--- src/rtl/rhythm_pkg.sv ---
// Shared definitions for the rhythm sequencer.
//   NOTE_REST / NOTE_END : special ROM note codes
//   SCORE_MAX            : score saturation ceiling
//   ROM_DEFAULT          : stored songs, entry {song,idx} at bits [4*entry +: 4]
//   state_t              : sequencer FSM encoding
//   note_onehot()        : note code 1..8 -> LED target, 0 for rest/END
package rhythm_pkg;

   localparam logic [3:0] NOTE_REST = 4'h0;
   localparam logic [3:0] NOTE_END  = 4'hF;
   localparam logic [6:0] SCORE_MAX = 7'd99;
   localparam int         ROM_DEPTH = 64;

   // song1: up-and-down scale; song0: opening phrase of "Twinkle Twinkle"
   localparam logic [4*ROM_DEPTH-1:0] ROM_DEFAULT =
      256'hFFFFFFFFFFFFFFFF_1234567887654321_FFFFFFFFFFFFFFFF_F122334405665511;

   typedef enum logic [1:0] {
      ST_IDLE = 2'd0,
      ST_LOAD = 2'd1,
      ST_PLAY = 2'd2,
      ST_DONE = 2'd3
   } state_t;

   // codes outside 1..8 shift the bit out entirely, giving 0
   function automatic logic [7:0] note_onehot(input logic [3:0] code);
      return 8'h01 << (code - 4'd1);
   endfunction

endpackage

--- src/rtl/rhythm_sequencer_song_rom.sv ---
// Two-song note ROM, 2 x 32 entries of 4 bits, one-cycle registered read.
//   CLK, RESETN : clock, async active-high reset
//   addr        : {song_sel, idx}
//   rd_data     : note code, valid the cycle after addr is presented
module song_rom
   import rhythm_pkg::*;
#(
   parameter logic [4*ROM_DEPTH-1:0] INIT = ROM_DEFAULT
) (
   input  logic       CLK,
   input  logic       RESETN,
   input  logic [5:0] addr,
   output logic [3:0] rd_data
);

   logic [3:0] data_d;
   logic [3:0] data_q;

   always_comb begin
      data_d = INIT[{addr, 2'b00} +: 4];
   end

   always_ff @(posedge CLK or posedge RESETN) begin
      if (RESETN) data_q <= 4'h0;
      else        data_q <= data_d;
   end

   assign rd_data = data_q;

endmodule

--- src/rtl/rhythm_sequencer.sv ---
// Song playback and key-press judging controller.
//   CLK, RESETN     : clock, async active-high reset
//   start, abort    : menu controls (start is edge-detected, abort wins)
//   song_sel        : song choice, latched when a start is accepted
//   key[7:0]        : raw asynchronous push buttons
//   note, led       : tone code to piezo, one-hot target to LED bank
//   score           : saturating hit count (0..99)
//   hit, miss       : one-cycle judgement pulses
//   busy, done      : status (LOAD/PLAY, DONE)
//
// state | meaning
// IDLE  | quiet, waiting for start edge
// LOAD  | one cycle, ROM read for current idx settles
// PLAY  | note slot running, slot timer counting down
// DONE  | song finished, score held
module rhythm_sequencer
   import rhythm_pkg::*;
#(
   parameter int                     NOTE_CYC  = 12_500_000,
   parameter int                     WIN_CYC   = 6_250_000,
   parameter int                     MAX_NOTES = 32,
   parameter logic [4*ROM_DEPTH-1:0] ROM_INIT  = ROM_DEFAULT
) (
   input  logic       CLK,
   input  logic       RESETN,
   input  logic       start,
   input  logic       abort,
   input  logic       song_sel,
   input  logic [7:0] key,
   output logic [3:0] note,
   output logic [7:0] led,
   output logic [6:0] score,
   output logic       hit,
   output logic       miss,
   output logic       busy,
   output logic       done
);

   localparam int             CW       = $clog2(NOTE_CYC);
   localparam logic [CW-1:0]  REM_TOP  = CW'(NOTE_CYC - 1);
   // remaining count seen when the up-count equals WIN_CYC-1 (last in-window cycle)
   localparam logic [CW-1:0]  REM_WEND = CW'(NOTE_CYC - WIN_CYC);
   localparam logic [4:0]     IDX_LAST = 5'(MAX_NOTES - 1);

   state_t        state_q, state_d;
   logic [4:0]    idx_q, idx_d;
   logic          sel_q, sel_d;
   logic [CW-1:0] rem_q, rem_d;
   logic          lock_q, lock_d;
   logic [3:0]    note_q, note_d;
   logic [7:0]    led_q, led_d;
   logic [6:0]    score_q, score_d;
   logic          hit_q, hit_d;
   logic          miss_q, miss_d;
   logic          busy_q, busy_d;
   logic          done_q, done_d;
   logic          start_q;
   logic [7:0]    key_s1_q, key_s2_q, key_s3_q, kedge_q;
   logic [5:0]    rom_addr;
   logic [3:0]    rom_data;
   logic          start_rise;
   logic          in_win;
   logic          win_end;

   song_rom #(.INIT(ROM_INIT)) u_rom (
      .CLK     (CLK),
      .RESETN  (RESETN),
      .addr    (rom_addr),
      .rd_data (rom_data)
   );

   always_comb begin
      start_rise = start & ~start_q;
      in_win     = (rem_q >= REM_WEND);
      win_end    = (rem_q == REM_WEND);

      state_d = state_q;
      idx_d   = idx_q;
      sel_d   = sel_q;
      rem_d   = rem_q;
      lock_d  = lock_q;
      note_d  = note_q;
      score_d = score_q;
      hit_d   = 1'b0;
      miss_d  = 1'b0;

      if (abort) begin
         state_d = ST_IDLE;
         note_d  = NOTE_REST;
      end else begin
         unique case (state_q)
            ST_IDLE, ST_DONE: begin
               note_d = NOTE_REST;
               if (start_rise) begin
                  state_d = ST_LOAD;
                  idx_d   = 5'd0;
                  sel_d   = song_sel;
                  score_d = 7'd0;
               end
            end
            ST_LOAD: begin
               state_d = ST_PLAY;
               rem_d   = REM_TOP;
               lock_d  = 1'b0;
               note_d  = rom_data;
            end
            ST_PLAY: begin
               if (!lock_q && note_q != NOTE_REST) begin
                  if (in_win && kedge_q != 8'h00) begin
                     lock_d = 1'b1;
                     if (kedge_q == led_q) begin
                        hit_d = 1'b1;
                        if (score_q < SCORE_MAX) score_d = score_q + 7'd1;
                     end else begin
                        miss_d = 1'b1;
                     end
                  end else if (win_end) begin
                     // registered, so the timeout miss lands on count WIN_CYC
                     lock_d = 1'b1;
                     miss_d = 1'b1;
                  end
               end
               if (rem_q == '0) begin
                  note_d = NOTE_REST;
                  // during PLAY the ROM is already looking at idx+1
                  if (idx_q == IDX_LAST || rom_data == NOTE_END) begin
                     state_d = ST_DONE;
                  end else begin
                     state_d = ST_LOAD;
                     idx_d   = idx_q + 5'd1;
                  end
               end else begin
                  rem_d = rem_q - CW'(1);
               end
            end
            default: state_d = ST_IDLE;
         endcase
      end

      led_d  = note_onehot(note_d);
      busy_d = (state_d == ST_LOAD) || (state_d == ST_PLAY);
      done_d = (state_d == ST_DONE);

      // addressed from next-state values: LOAD reads idx, PLAY pre-reads idx+1
      rom_addr = {sel_d, (state_d == ST_PLAY) ? idx_d + 5'd1 : idx_d};
   end

   always_ff @(posedge CLK or posedge RESETN) begin
      if (RESETN) begin
         state_q  <= ST_IDLE;
         idx_q    <= 5'd0;
         sel_q    <= 1'b0;
         rem_q    <= '0;
         lock_q   <= 1'b0;
         note_q   <= NOTE_REST;
         led_q    <= 8'h00;
         score_q  <= 7'd0;
         hit_q    <= 1'b0;
         miss_q   <= 1'b0;
         busy_q   <= 1'b0;
         done_q   <= 1'b0;
         start_q  <= 1'b0;
         key_s1_q <= 8'h00;
         key_s2_q <= 8'h00;
         key_s3_q <= 8'h00;
         kedge_q  <= 8'h00;
      end else begin
         state_q  <= state_d;
         idx_q    <= idx_d;
         sel_q    <= sel_d;
         rem_q    <= rem_d;
         lock_q   <= lock_d;
         note_q   <= note_d;
         led_q    <= led_d;
         score_q  <= score_d;
         hit_q    <= hit_d;
         miss_q   <= miss_d;
         busy_q   <= busy_d;
         done_q   <= done_d;
         start_q  <= start;
         key_s1_q <= key;
         key_s2_q <= key_s1_q;
         key_s3_q <= key_s2_q;
         kedge_q  <= key_s2_q & ~key_s3_q;
      end
   end

   assign note  = note_q;
   assign led   = led_q;
   assign score = score_q;
   assign hit   = hit_q;
   assign miss  = miss_q;
   assign busy  = busy_q;
   assign done  = done_q;

endmodule

--- config.mk ---
export PLATFORM = sky130hd
export DESIGN_NAME = rhythm_sequencer
export DESIGN_NICKNAME = d
export VERILOG_FILES = /design/src/rtl/rhythm_pkg.sv /design/src/rtl/rhythm_sequencer_song_rom.sv /design/src/rtl/rhythm_sequencer.sv
export SDC_FILE = /design/constraint.sdc
export NUM_CORES = 1
export LEC_CHECK = 0
export ABC_AREA = 1
export CORE_MARGIN = 8
export CORE_UTILIZATION = 52
export CTS_CLUSTER_DIAMETER = 80
export DETAILED_ROUTE_END_ITERATION = 6
export HOLD_SLACK_MARGIN = 0.06
export MAX_ROUTING_LAYER = met4
export PLACE_DENSITY = 0.74
export SKIP_CTS_REPAIR_TIMING = 1
export SYNTH_ARGS = -nofsm -noshare
export SYNTH_HDL_FRONTEND = slang
export SYNTH_HIERARCHICAL = 1
export SYNTH_SLANG_ARGS = --single-unit
--- constraint.sdc ---
create_clock -name CLK -period 4.8 [get_ports CLK]
set_clock_uncertainty 0.2 [all_clocks]
set_input_delay 0.48 -clock CLK [delete_from_list [all_inputs] [get_ports CLK]]
set_output_delay 0.48 -clock CLK [all_outputs]
set_load 0.005 [all_outputs]
# After elaboration in Yosys (flattened, before gate mapping)
# Cells that the tools add are included.
# word_totals
elab_cells,104
regBits,93
output_inout_bits,23
in_bits,13
# op_classes
add_sub_neg,5
magnitude_cmp,2
shifts,2
n_eq_ne,17
n_reduce_logical,15
n_bitwise,5
n_mux,40
# ops
cell,count
variable part select 256 x 9 -> 4 bit (first input constant),1
case mux 24 bit (2 select lines),1
2-to-1 mux 7 bit,5
2-to-1 mux 5 bit,5
== test 24 x 23 -> 1 bit (second input constant),1
>= comparator 24 x 23 -> 1 bit (second input constant),1
logical NOT 24 bit,1
2-to-1 mux 24 bit,1
subtractor 24 x 1 -> 24 bit (second input constant),1
2-to-1 mux 1 bit,17
case mux 7 bit (2 select lines),1
inequality test 2 bit (second input constant),6
case mux 4 bit (3 select lines),1
adder 5 x 1 -> 5 bit (second input constant),2
case mux 5 bit (2 select lines),1
AND 8 bit,1
== test 2 bit (second input constant),4
== test 8 bit,1
2-to-1 mux 2 bit,4
2-to-1 mux 4 bit,2
inverter 8 bit,1
nonzero test 8 bit,1
left shift 1 x 4 -> 8 bit (first input constant),1
adder 7 x 1 -> 7 bit (second input constant),1
20 further kinds,25

# Depth between registers and ports, before layout
# depth
ltp_word,9
mapped_depth,23
ltp_nobuf,22

# Modules after synthesis
# Netlist, hierarchy kept.
# modules_own_cells
mod,instances,seq_area_each_um2,cells_each,area_each_um2
rhythm_sequencer,1,2227.1,559,4494.3
song_rom,1,100.1,51,374.1

# Least setup slack after synthesis
# OpenSTA, ideal clock, no wires.
# synth_path
kind,register to register
from,reg idx_q[0]
to,reg u_rom.data_q[2] (netlist: u_rom/rd_data[2])
setup_ns,0.123
arrival_time_ns,2.945
slack_ns,1.532
n_path_buf,0
t_required_ns,4.477
period_less_slack_ns,3.268
path_stages_with_launch,18
cell_sequence,dfrtp_1 > ha_1 > nand2_1 > nor2_1 > ha_1 > nor2_1 > nand4_1 > a31o_2 > nand2_1 > o31ai_1 > ha_1 > o21ai_0 > inv_1 > ha_1 > nand2_1 > o21ai_0 > nand3_1 > nand3_2
# synth_between
elab_chain_len,9
word_cells_on_any_way,16
classes_between,2 x add/sub; 2 x eq/ne; 1 x shift; 10 x mux; 1 x reduce/logical
# synth_lines
item,line,source
from (decl),rhythm_sequencer.sv:46,"logic [4:0] idx_q, idx_d;"
from (signal assigned),rhythm_sequencer.sv:169,idx_q <= idx_d;
== test 5 bit,rhythm_sequencer.sv:126,if (idx_q == IDX_LAST || rom_data == NOTE_END) begin
logical OR 1 bit,rhythm_sequencer.sv:126,
2-to-1 mux 2 bit,rhythm_sequencer.sv:126,
2-to-1 mux 2 bit,rhythm_sequencer.sv:123,if (rem_q == '0) begin
case mux 2 bit (3 select lines),rhythm_sequencer.sv:91,unique case (state_q)
2-to-1 mux 2 bit,rhythm_sequencer.sv:87,if (abort) begin
net state_d[1],rhythm_sequencer.sv:45,"state_t state_q, state_d;"
== test 2 bit,rhythm_sequencer.sv:145,"rom_addr = {sel_d, (state_d == ST_PLAY) ? idx_d + 5'd1 : idx_d};"
2-to-1 mux 5 bit,rhythm_sequencer.sv:145,
net rom_addr[1],rhythm_sequencer.sv:59,logic [5:0] rom_addr;
variable part select 256 x 9 -> 4 bit,rhythm_sequencer_song_rom.sv:20,"data_d = INIT[{addr, 2'b00} +: 4];"
net u_rom.data_d[2],rhythm_sequencer_song_rom.sv:16,logic [3:0] data_d;
to (signal assigned),rhythm_sequencer_song_rom.sv:25,else data_q <= data_d;
to (decl),rhythm_sequencer_song_rom.sv:17,logic [3:0] data_q;
# The timed path passes the listed nets, and every way through them passes these cells.
# A chain may end at the register's enable or synchronous reset.

# Final worst setup path
# Same ends and word-level chain as after synthesis.

==> flow_summary_export.csv <==
group,metric,value,unit
logic_synthesis,synthCells,610,
critical_path,rr_endpoint,"u_rom/rd_data[2]",
critical_path,worstPathMaxFanout,8,
power_and_ir_drop,p_int,1.24,mW
logic_synthesis,synth_edf_count,0,
job,cap_violations,0,
clock_network,cts_max_level,3,
power_and_ir_drop,switchingPower,0.652,mW
power_and_ir_drop,swShare,34.5,%
placement,port_buffers,35,
critical_path,reg2reg_depth,17,
routing,initialDrtViolationCount,299,
global_routing,grt_start_max_net_pins,66,
outcome,status,"finished clean",
logic_synthesis,syn-num-nets,639,
critical_path,rr_startpoint,"idx_q[0]",
logic_synthesis,synthSimpleGateAreaFrac,31.5,%
final_layout,diodes,0,
floorplanning,row_count,35,
power_and_ir_drop,p_per_area,341,nW/um^2
critical_path,arrival,3870,ps
final_layout,syn_to_final_growth,14.0,%
logic_synthesis,yosysTopAreaCellShare,47.8,%
clock_network,cts_made_buffers,9,
floorplanning,die_h,113,um
critical_path,crit_slowest_cell,"o21ai_0",
sta,drv_slew,0,
critical_path,critical_path_buf_inv_count,1,
global_routing,grt-ovfl-total,0,
logic_synthesis,yosys_warnings,6,
placement,dp_hpwl,7820,um
logic_synthesis,ys_ff_latch,93,
sta,final.min_clock_period,3820,ps
power_and_ir_drop,p_comb_share,22.3,%
global_routing,first_global_vias,3998,
routing,drt_wl_total,10500,um
critical_path,end_kind,"register",
critical_path,critPathMaxStageDelay,520,ps
logic_synthesis,synth_fa_ha_area_share,4.11,%
final_layout,fin_util,60.6,%
clock_network,clk_path_buf_depth,2,
critical_path,crit_type,"reg -> reg",
logic_synthesis,synth_top_family_by_area,"simple AND/OR/NAND/NOR gates",
sta,finalSetupTns,0,ps
critical_path,crit_path_start_kind,"register",
logic_synthesis,syn_area,4870,sq um
logic_synthesis,synthFlopType,"dfrtp_1",
power_and_ir_drop,peakVddDrop,215,uV
sta,setup_slack,977,ps
routing,routed-via-count,4052,
sta,fin_crit_sh,79.6,%
global_routing,track_usage,17.8,%
final_layout,finalNonFillerCells,768,
sta,whs,154,ps
floorplanning,io_pins,36,
placement,dp.cells,752,
logic_synthesis,async_reset_ff_share,100,%
critical_path,crit_chain,"ha_1 -> nand2_1 -> nor2_1 -> ha_1 -> nor2_1 -> nand4_1 -> a31o_2 -> nand2_1 -> o31ai_1 -> ha_1 -> o21ai_0 -> inv_1 -> ha_1 -> nand2_1 -> o21ai_0 -> nand3_1 -> nand3_2",
routing,route.detailed.drc,0,
sta,rsz0062_at_grt,"no",
critical_path,worstPathRequired,4850,ps
logic_synthesis,synth.area.mux_share,0.206,%
floorplanning,coreArea,9150,sq um
clock_network,cts-root-buf,"clkbuf_8",
logic_synthesis,synthDistinctLibCells,39,
power_and_ir_drop,power.share.clock,30.4,%
routing,wl_per_cell,13.6,um
global_routing,grt_pass1_wl,18100,um
power_and_ir_drop,power_leakage,2.55,nW
logic_synthesis,ys_top_cells_by_area,"dfrtp_1 48%, nand2_1 11%, nor2_1 6.5%, inv_1 6.2%, nand3_1 4.5%",
final_layout,drive_gt1_share,8.98,%
min_path,hold_path_class,"in -> async",
sta,max_slew_margin,27.0,%
critical_path,cpMostUsedCell,"ha_1",
logic_synthesis,yosys.area.top_type,"dfrtp_1",
clock_network,clk_latency,370,ps
floorplanning,dieArea,12700,sq um
final_layout,final_nets,681,
critical_path,cp_top_family,"simple AND/OR/NAND/NOR gates",
power_and_ir_drop,seqPwrFrac,47.3,%
clock_network,cts_tree,"yes",
global_routing,antenna_found_initial,0,
routing,viasPerCell,5.28,
sta,fmax,262,MHz
floorplanning,start_util,53.2,%
placement,place.gp.congestion,0.960,
sta,worst_pin_slew,1090,ps
logic_synthesis,postSynthAreaPerCell,7.98,sq um
routing,postRouteAntennaNets,0,
sta,hold_viol_final,0,
floorplanning,die-width,113,um
sta,final-setup-viol-count,0,
placement,place_ws,999,ps
critical_path,rrSetupSlack,980,ps
clock_network,clock-sinks,93,
clock_network,path_clk_slew,80,ps
logic_synthesis,synth-compound-area-share,6.94,%
logic_synthesis,seq_area_frac_synth,47.8,%
logic_synthesis,synth-xor-area-share,1.62,%
routing,first_pass_iters,7,
-- worst reg2reg max path, delay by kind of cell, from the launching register on --
| family | cells | cell delay (ps) |
|---|---|---|
| buffers and inverters | 1 | 210 |
| adder cells (fa/ha/maj) | 4 | 900 |
| AND/OR/NAND/NOR | 8 | 1040 |
| AO/OA/AOI/OAI | 4 | 980 |
| flip-flops | 1 | 390 |
-- sequential cells by signal, indices dropped and copies added, names as in the netlist, 2 cells and up --
signal / cells
idx_q: 5
score: 7
rem_q: 24
u_rom/rd_data: 4
led: 8
key_s1_q: 8
key_s3_q: 8
kedge_q: 8
note: 4
key_s2_q: 8
state_q: 2
-- worst max path at each step --
stage	startpoint	endpoint	depth (start not counted)	slack [ps]
floorplan	idx_q[0]	u_rom/rd_data[2]	17	1530
global placement	idx_q[0]	u_rom/rd_data[2]	17	1260
detailed placement	idx_q[0]	u_rom/rd_data[2]	17	1000
CTS	idx_q[0]	u_rom/rd_data[2]	17	980
global route	idx_q[0]	u_rom/rd_data[2]	17	650
finish	idx_q[0]	u_rom/rd_data[2]	17	980
-- routing by layer --
metal	track usage, %	wire length [um]	vias to the layer above
met3	2.56	405	19
li1	-	-	2035
met5	-	0	-
met1	21.6	4710	1900
met2	28.9	5090	98
met4	8.18	251	0
-- per-stage QoR --
step                area (sq um)  total power, mW
finish                      5550             1.89
global route                5550             2.00
CTS                         5550             1.91
detailed placement          5330             1.33
global placement            5330             1.32
floorplan                   4870             1.21
-- logic make-up (layout without fill, tap and decap cells) --
| logic type | Yosys count | count (layout) |
|---|---|---|
| fa+ha+maj | 16 | 16 |
| buf+inv | 94 | 141 |
| compound gates | 61 | 61 |
| mux | 1 | 1 |
| xor+xnor | 9 | 9 |
| simple gates | 336 | 336 |
| flops | 93 | 93 |
-- cells in the mapped netlist, types with 3 or more instances --
library cell / count
a21oi_1: 17
dfrtp_1: 93
ha_1: 16
inv_1: 81
inv_2: 5
nand2_1: 141
nand2_2: 5
nand3_1: 44
nand3_2: 3
nand4_1: 22
nor2_1: 84
nor2_2: 10
nor2_4: 7
nor3_1: 9
o21ai_0: 24
o21ai_1: 8
o31ai_1: 4
or2_2: 3
xnor2_1: 4
xor2_1: 5
-- layout make-up --
class,count,area (sq um)
clock buffer,9,124
timing repair buffer,37,365
tap,111,139
sequential,93,2330
multi-input combinational,423,2160
inverter,88,334
clock inverter,7,100
fill,771,3600
-- power by group through the flow --
stage,Combinational [mW],Clock (mW),Sequential [mW]
after CTS,0.423,0.588,0.895
after floorplan,0.317,0,0.895
after global placement,0.412,0,0.906
final,0.421,0.575,0.894
after global routing,0.483,0.613,0.903
after detailed placement,0.420,0,0.909
-- cell usage in the layout, fill, tap and decap left out, types with 4 or more instances in the layout --
cell,instances
a21oi_1,17
clkbuf_8,9
clkdlybuf4s50_1,35
dfrtp_1,93
ha_1,16
inv_1,80
inv_2,5
nand2_1,141
nand2_2,5
nand3_1,44
nand4_1,22
nor2_1,84
nor2_2,10
nor2_4,7
nor3_1,9
o21ai_0,24
o21ai_1,8
o31ai_1,4
xnor2_1,4
xor2_1,5
Power figures use the tool's default switching activity.
